**config.mk**
```make
export PLATFORM = sky130hd
export DESIGN_NAME = color_codec
export DESIGN_NICKNAME = d
export VERILOG_FILES = /design/src/rtl/color_codec_pkg.sv /design/src/rtl/color_palette.sv /design/src/rtl/color_codec.sv
export SDC_FILE = /design/constraint.sdc
export NUM_CORES = 1
export LEC_CHECK = 0
export ABC_AREA = 1
export CORE_UTILIZATION = 45
export DETAILED_ROUTE_END_ITERATION = 7
export GPL_TIMING_DRIVEN = 0
export HOLD_SLACK_MARGIN = 0.03
export PLACE_DENSITY = 0.74
export SLEW_MARGIN = 20
export SYNTH_ARGS = -nofsm -noshare
export SYNTH_HDL_FRONTEND = slang
export SYNTH_SLANG_ARGS = --single-unit
```
**constraint.sdc**
```tcl
create_clock -name clk -period 1.3 [get_ports clk]
set_input_delay 0.325 -clock clk [delete_from_list [all_inputs] [get_ports clk]]
set_output_delay 0.325 -clock clk [all_outputs]
set_load 0.005 [all_outputs]
```
**src/rtl/color_codec_pkg.sv**
```systemverilog
// Shared types and constants for the colour codec: FSM states,
// RGB444 digit palette, code field positions and BCD sizing helper.
package color_codec_pkg;

  typedef enum logic [1:0] {
    ST_IDLE    = 2'd0,
    ST_CONVERT = 2'd1,
    ST_DONE    = 2'd2
  } state_e;

  localparam logic [11:0] PAL_0     = 12'h000;
  localparam logic [11:0] PAL_1     = 12'hF00;
  localparam logic [11:0] PAL_2     = 12'h0F0;
  localparam logic [11:0] PAL_3     = 12'h00F;
  localparam logic [11:0] PAL_4     = 12'hFF0;
  localparam logic [11:0] PAL_5     = 12'h0FF;
  localparam logic [11:0] PAL_6     = 12'hF0F;
  localparam logic [11:0] PAL_7     = 12'hFFF;
  localparam logic [11:0] PAL_8     = 12'hF80;
  localparam logic [11:0] PAL_9     = 12'h888;
  localparam logic [11:0] PAL_BLANK = 12'h000;

  localparam int CODE_TENS_HI  = 23;
  localparam int CODE_TENS_LO  = 12;
  localparam int CODE_UNITS_HI = 11;
  localparam int CODE_UNITS_LO = 0;

  // Decimal digits needed for a w-bit unsigned value (log10(2) ~ 0.301).
  function automatic int bcd_digits(input int w);
    return (w * 301) / 1000 + 1;
  endfunction

endpackage

```
**src/rtl/color_palette.sv**
```systemverilog
// Combinational digit-to-colour lookup.
// Ports: digit_i (4-bit BCD digit) -> rgb_o (12-bit RGB444).
module color_palette
  import color_codec_pkg::*;
(
  input  logic [3:0]  digit_i,
  output logic [11:0] rgb_o
);

  always_comb begin
    rgb_o = PAL_BLANK;
    case (digit_i)
      4'd0:    rgb_o = PAL_0;
      4'd1:    rgb_o = PAL_1;
      4'd2:    rgb_o = PAL_2;
      4'd3:    rgb_o = PAL_3;
      4'd4:    rgb_o = PAL_4;
      4'd5:    rgb_o = PAL_5;
      4'd6:    rgb_o = PAL_6;
      4'd7:    rgb_o = PAL_7;
      4'd8:    rgb_o = PAL_8;
      4'd9:    rgb_o = PAL_9;
      default: rgb_o = PAL_BLANK;
    endcase
  end

endmodule

```
**src/rtl/color_codec.sv**
```systemverilog
// Converts an unsigned word to two RGB444 colours (tens, units digit)
// via a bit-serial double-dabble. Ports: clk, rst_n (async low),
// in_data/in_valid/in_ready handshake, code[23:0], code_upd pulse.
// Option: COLOR_CODEC_SATURATE_EN shows values > 99 as 99.
module color_codec
  import color_codec_pkg::*;
#(
  parameter int DATA_W = 16
) (
  input  logic              clk,
  input  logic              rst_n,
  input  logic [DATA_W-1:0] in_data,
  input  logic              in_valid,
  output logic              in_ready,
  output logic [23:0]       code,
  output logic              code_upd
);

  localparam int BCD_W = 4 * bcd_digits(DATA_W);
  localparam int CNT_W = $clog2(DATA_W + 1);

  state_e              state_q, state_d;
  logic [DATA_W-1:0]   sh_q, sh_d;
  logic [BCD_W-1:0]    bcd_q, bcd_d, bcd_adj;
  logic [CNT_W-1:0]    cnt_q, cnt_d;
  logic [23:0]         code_q, code_d;
  logic                upd_q, upd_d;
  logic [BCD_W+DATA_W-1:0] cat;
  logic [3:0]          tens, units;
  logic [11:0]         rgb_tens, rgb_units;

`ifdef COLOR_CODEC_SATURATE_EN
  logic big_q, big_d;
  assign tens  = big_q ? 4'd9 : bcd_q[7:4];
  assign units = big_q ? 4'd9 : bcd_q[3:0];
`else
  assign tens  = bcd_q[7:4];
  assign units = bcd_q[3:0];
`endif

  color_palette u_pal_tens (
    .digit_i (tens),
    .rgb_o   (rgb_tens)
  );

  color_palette u_pal_units (
    .digit_i (units),
    .rgb_o   (rgb_units)
  );

  // One double-dabble step: add 3 to digits >= 5, then shift the
  // BCD and binary registers together by one bit.
  always_comb begin
    bcd_adj = bcd_q;
    for (int i = 0; i < BCD_W / 4; i++) begin
      if (bcd_adj[4*i +: 4] >= 4'd5)
        bcd_adj[4*i +: 4] = bcd_adj[4*i +: 4] + 4'd3;
    end
    cat = {bcd_adj, sh_q} << 1;
  end

  always_comb begin
    state_d = state_q;
    sh_d    = sh_q;
    bcd_d   = bcd_q;
    cnt_d   = cnt_q;
    code_d  = code_q;
    upd_d   = 1'b0;
`ifdef COLOR_CODEC_SATURATE_EN
    big_d   = big_q;
`endif
    unique case (state_q)
      ST_IDLE: begin
        if (in_valid) begin
          sh_d    = in_data;
          bcd_d   = '0;
          cnt_d   = '0;
          state_d = ST_CONVERT;
`ifdef COLOR_CODEC_SATURATE_EN
          big_d   = 32'(in_data) > 32'd99;
`endif
        end
      end
      ST_CONVERT: begin
        bcd_d = cat[BCD_W+DATA_W-1:DATA_W];
        sh_d  = cat[DATA_W-1:0];
        cnt_d = cnt_q + 1'b1;
        if (cnt_q == CNT_W'(DATA_W - 1))
          state_d = ST_DONE;
      end
      ST_DONE: begin
        code_d[CODE_TENS_HI:CODE_TENS_LO]   = rgb_tens;
        code_d[CODE_UNITS_HI:CODE_UNITS_LO] = rgb_units;
        upd_d   = 1'b1;
        state_d = ST_IDLE;
      end
      default: state_d = ST_IDLE;
    endcase
  end

  always_ff @(posedge clk or negedge rst_n) begin
    if (!rst_n) begin
      state_q <= ST_IDLE;
      sh_q    <= '0;
      bcd_q   <= '0;
      cnt_q   <= '0;
      code_q  <= '0;
      upd_q   <= 1'b0;
`ifdef COLOR_CODEC_SATURATE_EN
      big_q   <= 1'b0;
`endif
    end else begin
      state_q <= state_d;
      sh_q    <= sh_d;
      bcd_q   <= bcd_d;
      cnt_q   <= cnt_d;
      code_q  <= code_d;
      upd_q   <= upd_d;
`ifdef COLOR_CODEC_SATURATE_EN
      big_q   <= big_d;
`endif
    end
  end

  assign in_ready = (state_q == ST_IDLE);
  assign code     = code_q;
  assign code_upd = upd_q;

endmodule

```
==> metrics.md, run 1 <==
| Metric | Value |
|---|---|
| Slew Viols, Final | 0 |
| CP arrival | 1.03 ns |
| Final Hold Slack | around 0.48 ns |
| Max VDD drop | about 1300 uV |
| Nets | slightly below 400 |
| Layout cells sized above 1 | between 20% and 30% |
| Ys Warns | 0 |
| Top FF cell, synth | dfrtp_1 |
| Most frequent cell after synthesis | nand2_1 |
| Synth Cell Area | 2290 sq um |
| Failing checks | negative setup slack |
| Dpl cell area | between 2000 and 3000 sq um |
| Final HPWL DP | about 3300 um |
| Setup crit end kind | output pin |
| Largest net degree at the start of global routing | 25 |
| Final WS setup | -0.0526 ns |
| CTS buffer count | 5 |
| I/O Pins | 45 |
| Max-slew headroom | between 60 and 70% |
| Clock transition at path regs | 0.08 ns |
| Cells along the critical path | buf_6 > buf_6 > buf_6 |
| Max-Cap Viols | 0 |
| Hold wc startpoint | sh_q[0] |
| Root buf cell | clkbuf_8 |
| Outcome | finished, violations left |
| Register bit total from synthesis | between 40 and 50 |
| Final setup fails | 1 |
| Area grow syn2layout | 43.8% |
| Syn Inst Count | about 280 |
| Reg2reg path depth | 7 |
| Setup tns final | -0.0526 ns |
| Bufs on Longest Clock Path | 2 |
| Starting Density | around 48% |
| Final wirelength | approximately 5300 um |
| Slowest CP cell | dfrtp_1 |
| First-pass GRT wire length | between 8000 and 9000 um |
| Crit-path most repeated cell | buf_6 |
| Number of global-route vias before repair | 1,928 |
| Crit-path max cell delay | 0.40 ns |
| Drt pass-1 iters | 5 |
| Syn Area/Cell | 8.10 sq um |
| Clock skew | 0.00602 ns |
| GP Congestion | 0.799 |
| Worst Tran Pin Value | between 0.5 and 0.6 ns |
| Synth area leaders | dfrtp_1 48%, nand2_1 17%, ha_1 8.7% |
| Routed length per instance | 12.5 um |
| Final min period | 1.35 ns |
| Via density | roughly 4.9 |
| Post-DRT Antenna Nets | 0 |
| Die height | 73.4 um |
| Reg2Reg Setup Slack | 0.01 ns |
| Synth top cells by count | 101 x nand2_1, 44 x dfrtp_1, 30 x nand3_1 |
| Core Box Area | slightly below 5000 sq um |
| GRT Residual Overflow | 0 |
| Clk_lat worst skew | 0.30 ns |
| Global-route met3 utilization | 3.43% |
| P_leak | 1.64 nW |
| Clock sinks | 44 |
| Post-synthesis sequential area ratio | 48.0% |
| Post-synth top area share | 48.0% |
| Die Area | around 5400 sq um |
| Fin area | 3300 sq um |
| CTS tree | yes |
| WHS Endpoint | sh_q[0] |
| DRC violations left | 0 |
| Unrepaired setup endpoints after global routing | true |
| CP Launch Type | flip-flop |
| # fillers | 408 |
| Achievable frequency | 0.739 GHz |
| Worst hold path class | reg2reg |
| Number of synthesized flops with an enable pin | 0 |
| Worst path top cell family by delay | flip-flops |
| Power Dens Cells | 2110 nW/um^2 |
| Drt initial violations | 121 |
| Die W | approximately 73 um |
| Fin. Hold Viols | 0 |
| Worst R2R End | bcd_q[2] |
| Required time of the critical path | about 1 ns |
| PortBufs | between 40 and 50 |
| Row cnt | 25 |
| WS Path Type | reg2out |
| Syn Nets | 318 |
| Crit Reg-Reg Startpoint | bcd_q[0] |
| CP bufs+invs | 3 |
| Vias | between 2k and 2.5k |
| Total GRT Usage | 20.2% |
| Tot Pwr | 6.95 mW |
| Number of antenna violations at the first check in global routing | 0 |
| Synth unique cells | 18 |
| Crit Path Max Fanout | 3 |
| N_diodes | 0 |
| Tcrit/Tclk final | 104% |
| Hold depth | 2 |
| GR Util met2 | 36.1% |
| GRT Max-Usage Layer | met2 |
| Htree depth | 2 |
| FFs w/ async S/R, synth | between 90% and 100% |
| Met1 usage | 24.7% |
| Largest area contributor in the netlist | dfrtp_1 |
[area by class of cell]
type,instances,area [sq um],share of cell area (%)
flip-flops and latches,44,1110,33.5
well taps,67,83.8,2.54
inverters,19,87.6,2.66
repair buffers,75,688,20.9
multi-input cells,200,1090,33.2
clock buffers,8,90.1,2.73
plain buffers,16,148,4.48
[registers in the layout, indices dropped and copies added, names as in the netlist]
register / cells
code: 12
code_upd: 1
cnt_q: 5
state_q: 2
bcd_q: 8
sh_q: 16
[power by group]
part | internal (mW) | total, mW | switching (mW) | leakage (nW)
sequential | 1.88 | 2.28 | 0.398 | 0.541
combinational | 1.77 | 3.79 | 2.02 | 1.05
clock | 0.434 | 0.887 | 0.453 | 0.0455
total | 4.09 | 6.95 | 2.87 | 1.64
[cell usage in the layout, fill, tap and decap left out, drive strengths merged]
| cell type | count |
|---|---|
| nand3 | 30 |
| clkinvlp | 1 |
| dlygate4sd2 | 7 |
| clkbuf | 14 |
| a21oi | 11 |
| nor3 | 1 |
| o22ai | 1 |
| dlygate4sd3 | 1 |
| clkdlybuf4s50 | 17 |
| inv | 18 |
| nand4 | 5 |
| o21ai | 16 |
| clkdlybuf4s15 | 3 |
| o21bai | 1 |
| dfrtp | 44 |
| nand2 | 103 |
| buf | 57 |
| nor2 | 16 |
| ha | 16 |
[routing by layer]
layer  up-vias  share of wire, %
li1       1049                 -
met1       977                44
met2        73                50
met3         9               4.7
met4         0               1.3
met5         -                 0
[worst max path at each step]
stage / start / end / slack (ns) / depth (start not counted)
detailed placement: in_valid / sh_q[6] / -0.32 / 6
global placement: rst_n / sh_q[2] / -1.27 / 1
CTS: state_q[1] / in_ready / -0.08 / 2
floorplan: bcd_q[0] / bcd_q[1] / 0.06 / 8
finish: code[14] / code[13] / -0.05 / 3
global route: code[14] / code[13] / -0.09 / 3
[timing repair]
item / CTS / global route
hold buffers: 1 / 0
setup buffers: 14 / 15
endpoints found under the setup margin: 41 / 52
pin swaps: 0 / 10
endpoints found under the hold margin: 20 / 0
resized for setup: 83 / 65
[kinds of logic (layout without fill, tap and decap cells)]
logic type      after synthesis  in the layout  synth area share (%)
simple gates                155            155                  27.9
flops                        44             44                  48.0
buf+inv                      39            118                  8.79
compound gates               29             29                  6.50
fa+ha+maj                    16             16                  8.73
[metrics by stage]
| stage | setup WS (ns) | cells | utilization (%) |
|---|---|---|---|
| finish | -0.0526 | 429 | 68.4 |
| floorplan | 0.0556 | 283 | - |
| CTS | -0.0835 | 418 | 62.8 |
| global route | -0.0869 | 429 | 68.4 |
| detailed placement | -0.316 | 395 | 58.9 |
| global placement | -1.27 | 394 | 58.5 |
[worst min-delay path, stage by stage (launching register included)]
cell and delay, ns:
dfrtp_1 0.35, nand2_1 0.06, nand2_1 0.05
Note: power is estimated with default switching activity, not from simulation.
==> run 2: changes to the inputs <==
- CORE_UTILIZATION: 45 -> 40
- MAX_ROUTING_LAYER: not set -> met4
- PLACE_DENSITY: 0.74 -> not set
- SYNTH_HIERARCHICAL: not set -> 1
==> metrics.md, run 2 <==
| Metric | Value |
|---|---|
| CTS tree | yes (unchanged) |
| Cells along the critical path | nor2_4 > clkbuf_2 (was buf_6 > buf_6 > buf_6) |
| Slew Viols, Final | 0 (unchanged) |
| Die W | 86.5 um (was 73.4 um) |
| WS Path Type | reg2out (unchanged) |
| Clock transition at path regs | 0.10 ns (was 0.08 ns) |
| Crit-path max cell delay | 0.43 ns (was 0.40 ns) |
| Number of antenna violations at the first check in global routing | 0 (unchanged) |
| Post-synthesis sequential area ratio | 49.1% (was 48.0%) |
| Fin. Hold Viols | 0 (unchanged) |
| FFs w/ async S/R, synth | 100% (unchanged) |
| Tcrit/Tclk final | 100% (was 104%) |
| Commonest non-fill, non-tap cells in the layout | 167 x nand2_1, 48 x dfrtp_1, 43 x buf_4, 25 x inv_1, 24 x clkdlybuf4s15_1 (was 92 x nand2_1, 40 x dfrtp_1, 30 x buf_4, 28 x nand3_1, 21 x buf_6) |
| Nets | 468 (was 396) |
| P_leak | 2.02 nW (was 1.64 nW) |
| Drt pass-1 iters | 4 (was 5) |
| Synth Cell Area | 2860 sq um (was 2290 sq um) |
| Clock skew | 0.00878 ns (was 0.00602 ns) |
| Outcome | finished, violations left (unchanged) |
| Synth top cells by count | 171 x nand2_1, 56 x dfrtp_1, 30 x inv_1 (was 101 x nand2_1, 44 x dfrtp_1, 30 x nand3_1) |
| Launch point of the worst path | state_q[0] (was code[14]) |
| Worst hold path class | in2async (was reg2reg) |
| Worst setup path endpoint | in_ready (was code[13]) |
| Synth area leaders | dfrtp_1 49%, nand2_1 22%, buf_4 3.9% (was dfrtp_1 48%, nand2_1 17%, ha_1 8.7%) |
| PortBufs | 44 (unchanged) |
| Final wirelength | 5990 um (was 5340 um) |
| Crit Reg-Reg Startpoint | state_q[1] (was bcd_q[0]) |
| Worst Tran Pin Value | 0.229 ns (was 0.540 ns) |
| Routed length per instance | 11.1 um (was 12.5 um) |
| Area grow syn2layout | 35.3% (was 43.8%) |
| Setup crit end kind | output pin (unchanged) |
| CP arrival | 0.98 ns (was 1.03 ns) |
| Crit Path Max Fanout | 2 (was 3) |
| Most frequent cell after synthesis | nand2_1 (unchanged) |
| Final HPWL DP | 3960 um (was 3310 um) |
| Placement Setup Slack | -0.214 ns (was -0.316 ns) |
| Top FF cell, synth | dfrtp_1 (unchanged) |
| First-pass GRT wire length | 9870 um (was 8330 um) |
| Vias | 2,464 (was 2,108) |
| GRT Residual Overflow | 0 (unchanged) |
| Total GRT Usage | 17.4% (was 20.2%) |
| Max VDD drop | 896 uV (was 1290 uV) |
| Post-Layout Cell Count | 539 (was 429) |
| Clock sinks | 56 (was 44) |
| Die height | 86.5 um (was 73.4 um) |
| Syn Nets | 386 (was 318) |
| Row cnt | 30 (was 25) |
| Max-Cap Viols | 0 (unchanged) |
| Max FFs per register | 24 (was 16) |
| Htree depth | 2 (unchanged) |
| Number of synthesized flops with an enable pin | 0 (unchanged) |
| Slowest CP cell | dfrtp_2 (was dfrtp_1) |
| Core Box Area | 6830 sq um (was 4820 sq um) |
| Final min period | 1.30 ns (was 1.35 ns) |
| Worst R2R End | sh_q[6] (was bcd_q[2]) |
| Layout cells sized above 1 | 24.2% (was 29.3%) |
| Reg2reg path depth | 7 (unchanged) |
| Post-DRT Antenna Nets | 0 (unchanged) |
| Die Area | 7480 sq um (was 5380 sq um) |
| N_diodes | 0 (unchanged) |
| I/O Pins | 45 (unchanged) |
| Max-slew headroom | 84.7% (was 64.0%) |
| Reg2Reg Setup Slack | 0.05 ns (was 0.01 ns) |
| CP Launch Type | flip-flop (unchanged) |
| Register bit total from synthesis | 56 (was 44) |
| Synth unique cells | 21 (was 18) |
| Failing checks | negative setup slack (unchanged) |
| Starting Density | 41.8% (was 47.6%) |
| Bufs on Longest Clock Path | 2 (unchanged) |
| Required time of the critical path | 0.98 ns (about the same) |
| Via density | 4.57 (was 4.91) |
| Number of global-route vias before repair | 2,266 (was 1,928) |
| Final WS setup | -0.00177 ns (was -0.0526 ns) |
| DRC violations left | 0 (unchanged) |
| Ys Warns | 6 (was 0) |
| Setup tns final | -0.00177 ns (was -0.0526 ns) |
| Most common cell after layout, fill and taps aside | nand2_1 (unchanged) |
| Syn Area/Cell | 7.91 sq um (was 8.10 sq um) |
| Drt initial violations | 76 (was 121) |
| Final setup fails | 1 (unchanged) |
| Achievable frequency | 0.768 GHz (was 0.739 GHz) |
| Unrepaired setup endpoints after global routing | true (unchanged) |
| Root buf cell | clkbuf_8 (unchanged) |
| Clk_lat worst skew | 0.31 ns (was 0.30 ns) |
| GP Congestion | 0.775 (was 0.799) |
| Post-synth top area share | 49.1% (was 48.0%) |
| Placed Cells incl. Taps | 502 (was 395) |
| Largest net degree at the start of global routing | 43 (was 25) |
| CTS buffer count | 5 (unchanged) |
| Largest area contributor in the netlist | dfrtp_1 (unchanged) |
| Power Dens Cells | 2180 nW/um^2 (was 2110 nW/um^2) |
| Syn Inst Count | 361 (was 283) |
[run 2: repair_timing]
item,CTS,global route
setup endpoints to repair,32,54
hold endpoints to repair,14,0
pin swaps,0,5
hold buffers,1,0
gates cloned,0,1
setup buffers,15,13
gates resized for setup,43,41
[run 2: cell families after synthesis]
family          count (synthesis)  share of synthesized area, %
flops                          56                          49.1
fa+ha+maj                       6                          2.63
simple gates                  216                          31.2
compound gates                 25                          5.69
buf+inv                        58                          11.4
[run 2: per-stage QoR]
stage	power, mW	utilization [%]	hold slack, ns	area (sq um)
CTS	8.04	54.0	0.406	3690
global route	9.16	56.6	0.402	3860
global placement	6.50	50.0	0.455	3420
finish	8.43	56.6	0.413	3860
floorplan	5.45	-	0.0294	2860
detailed placement	6.61	50.3	0.204	3430
[run 2: area by class of cell]
type                            count  area [sq um]
Buffer                             22           200
Clock buffer                        5          68.8
Clock inverter                      2          60.1
Fill cell                         659          2970
Inverter                           36           140
Multi-Input combinational cell    247          1180
Sequential cell                    56          1410
Tap cell                           96           120
Timing Repair Buffer               75           681
[run 2: worst max-delay path: cells and delay by family (launching register included)]
kind	cells	cell delay, ns
flops	1	0.43
simple gates	1	0.12
buf+inv	1	0.12
[run 2: layer usage]
metal | wire (um) | track usage, %
met2 | 3010 | 30.4
met5 | 0 | -
met4 | 55 | 5.00
met3 | 267 | 3.52
met1 | 2660 | 20.3
[run 2: where the power goes]
group	switching (mW)	leakage [nW]	total [mW]	internal, mW
sequential	0.535	0.681	2.95	2.42
combinational	2.05	1.28	4.15	2.09
clock	0.576	0.0642	1.34	0.759
total	3.17	2.02	8.43	5.27
[run 2: worst min path at each step]
stage	startpoint	to	slack (ns)	cells past startpoint
3_5_place_dp	rst_n	code[1]	0.20	1
4_1_cts	rst_n	code[1]	0.41	2
6_report	rst_n	code[1]	0.41	2
5_1_grt	rst_n	code[1]	0.40	2
2_1_floorplan	rst_n	bcd_q[0]	0.03	0
3_3_place_gp	code[13]	code[13]	0.45	2
==> run 3: changes to the inputs <==
- CELL_PAD_IN_SITES_DETAIL_PLACEMENT: not set -> 0
- CELL_PAD_IN_SITES_GLOBAL_PLACEMENT: not set -> 2
- CORE_UTILIZATION: 40 -> 29
- CTS_BUF_LIST: not set -> sky130_fd_sc_hd__clkbuf_4 sky130_fd_sc_hd__clkbuf_8
- PLACE_DENSITY_LB_ADDON: not set -> 0.1
==> metrics.md, run 3 (synthesis results as in run 2) <==
| Metric | Value |
|---|---|
| Final wirelength | 6540 um (was 5990 um) |
| Outcome | complete, no violations (was finished, violations left) |
| Crit Path Max Fanout | 2 (unchanged) |
| Bufs on Longest Clock Path | 2 (unchanged) |
| Clock sinks | 56 (unchanged) |
| Clock skew | 0.00808 ns (was 0.00878 ns) |
| Layout cells sized above 1 | 28.1% (was 24.2%) |
| Reg2Reg Setup Slack | 0.03 ns (was 0.05 ns) |
| WS Path Type | reg2out (unchanged) |
| Worst hold path class | in2async (unchanged) |
| CP bufs+invs | 1 (unchanged) |
| Worst path top cell family by delay | flip-flops (unchanged) |
| Worst R2R End | bcd_q[2] (was sh_q[6]) |
| Number of antenna violations at the first check in global routing | 0 (unchanged) |
| Row cnt | 35 (was 30) |
| Post-DRT Antenna Nets | 0 (unchanged) |
| Routed length per instance | 11.1 um (about the same) |
| Root buf cell | clkbuf_8 (unchanged) |
| Core Box Area | 9370 sq um (was 6830 sq um) |
| Max FFs per register | 24 (unchanged) |
| Final setup fails | 0 (was 1) |
| CTS tree | yes (unchanged) |
| Nets | 484 (was 468) |
| Via density | 4.24 (was 4.57) |
| I/O Pins | 45 (unchanged) |
| Slowest CP cell | dfrtp_2 (unchanged) |
| Required time of the critical path | 0.98 ns (about the same) |
| Max VDD drop | 792 uV (was 896 uV) |
| GRT Residual Overflow | 0 (unchanged) |
| Max-Cap Viols | 0 (unchanged) |
| Drt initial violations | 103 (was 76) |
| Final min period | 1.29 ns (was 1.30 ns) |
| Power Dens Cells | 2100 nW/um^2 (was 2180 nW/um^2) |
| Reg2reg path depth | 7 (unchanged) |
| Max-slew headroom | 74.7% (was 84.7%) |
| Starting Density | 30.5% (was 41.8%) |
| Htree depth | 2 (unchanged) |
| Slew Viols, Final | 0 (unchanged) |
| Clock transition at path regs | 0.10 ns (about the same) |
| DRC violations left | 0 (unchanged) |
| Most common cell after layout, fill and taps aside | nand2_1 (unchanged) |
| N_diodes | 0 (unchanged) |
| Cells along the critical path | nor2_4 > clkbuf_2 (unchanged) |
| Register area | 1410 sq um (about the same) |
| Number of global-route vias before repair | 2,368 (was 2,266) |
| Die W | 101 um (was 86.5 um) |
| # fillers | 992 (was 659) |
| PortBufs | 44 (unchanged) |
| Setup crit end kind | output pin (unchanged) |
| Dpl cell area | 3480 sq um (was 3430 sq um) |
| Commonest non-fill, non-tap cells in the layout | 164 x nand2_1, 57 x buf_4, 49 x dfrtp_1, 26 x inv_1, 24 x clkdlybuf4s15_1 (was 167 x nand2_1, 48 x dfrtp_1, 43 x buf_4, 25 x inv_1, 24 x clkdlybuf4s15_1) |
| Achievable frequency | 0.772 GHz (was 0.768 GHz) |
| Die height | 101 um (was 86.5 um) |
| First-pass GRT wire length | 10,800 um (was 9870 um) |
| CP arrival | 0.97 ns (was 0.98 ns) |
| P_leak | 2.10 nW (was 2.02 nW) |
| Die Area | 10,300 sq um (was 7480 sq um) |
| Crit-path max cell delay | 0.44 ns (was 0.43 ns) |
| Setup tns final | 0 ns (was -0.00177 ns) |
| Fin. Hold Viols | 0 (unchanged) |
| Area grow syn2layout | 41.4% (was 35.3%) |
| Multi-input logic area | 1210 sq um (was 1180 sq um) |
| Fin area | 4040 sq um (was 3860 sq um) |
| Largest net degree at the start of global routing | 30 (was 43) |
| Final HPWL DP | 4180 um (was 3960 um) |
| Worst Tran Pin Value | 0.380 ns (was 0.229 ns) |
| CP Launch Type | flip-flop (unchanged) |
| Tcrit/Tclk final | 99.6% (was 100%) |
| Fin util | 43.1% (was 56.6%) |
| CTS buffer count | 5 (unchanged) |
| GP Congestion | 0.783 (was 0.775) |
| Clk_lat worst skew | 0.31 ns (about the same) |
| Vias | 2,494 (was 2,464) |
| Total GRT Usage | 13.9% (was 17.4%) |
| Unrepaired setup endpoints after global routing | true (unchanged) |
| Crit Reg-Reg Startpoint | bcd_q[0] (was state_q[1]) |
| Drt pass-1 iters | 4 (unchanged) |
## run 3: layout make-up
| type | count | area share, % |
|---|---|---|
| Clock buffer | 6 | 1.89 |
| Timing Repair Buffer | 91 | 20.4 |
| Buffer | 22 | 5.33 |
| Sequential cell | 56 | 34.9 |
| Tap cell | 129 | 4.00 |
| Inverter | 36 | 3.47 |
| Multi-Input combinational cell | 247 | 29.9 |
| Clock inverter | 1 | 0.124 |
## run 3: power breakdown
part | leakage, nW | internal [mW] | switching (mW) | total [mW]
Clock | 0.0445 | 0.391 | 0.587 | 0.978
Sequential | 0.682 | 2.41 | 0.482 | 2.90
Combinational | 1.38 | 2.38 | 2.21 | 4.59
## run 3: through the flow
stage,total power [mW],setup slack [ns],hold slack (ns),instances
floorplan,5.45,0.0403,0.0294,361
global placement,6.61,-2.08,0.453,534
detailed placement,6.65,-0.209,0.277,535
CTS,7.83,-0.120,0.475,562
global route,9.29,-0.0589,0.503,588
finish,8.47,0.00533,0.466,588
## run 3: worst max path at each step
stage | startpoint | to | depth (start not counted)
floorplan | bcd_q[0] | bcd_q[1] | 8
global placement | rst_n | sh_q[9] | 1
detailed placement | in_valid | sh_q[12] | 6
CTS | state_q[0] | in_ready | 2
global route | state_q[1] | code[5] | 7
finish | state_q[0] | in_ready | 2
## run 3: timing repair
action,CTS,global route
endpoints found under the setup margin,33,57
endpoints found under the hold margin,27,0
pin swaps,0,10
gates cloned,0,1
buffers inserted,19,25
hold buffers,1,0
gates resized for setup,43,52
## run 3: layer usage
layer / GRT usage, % / part of all wire, % / vias up
met2: 24.0 / 49 / 51
li1: - / - / 1297
met5: - / 0 / -
met3: 2.55 / 4.1 / 4
met4: 4.12 / 0.70 / 0
met1: 16.6 / 46 / 1142
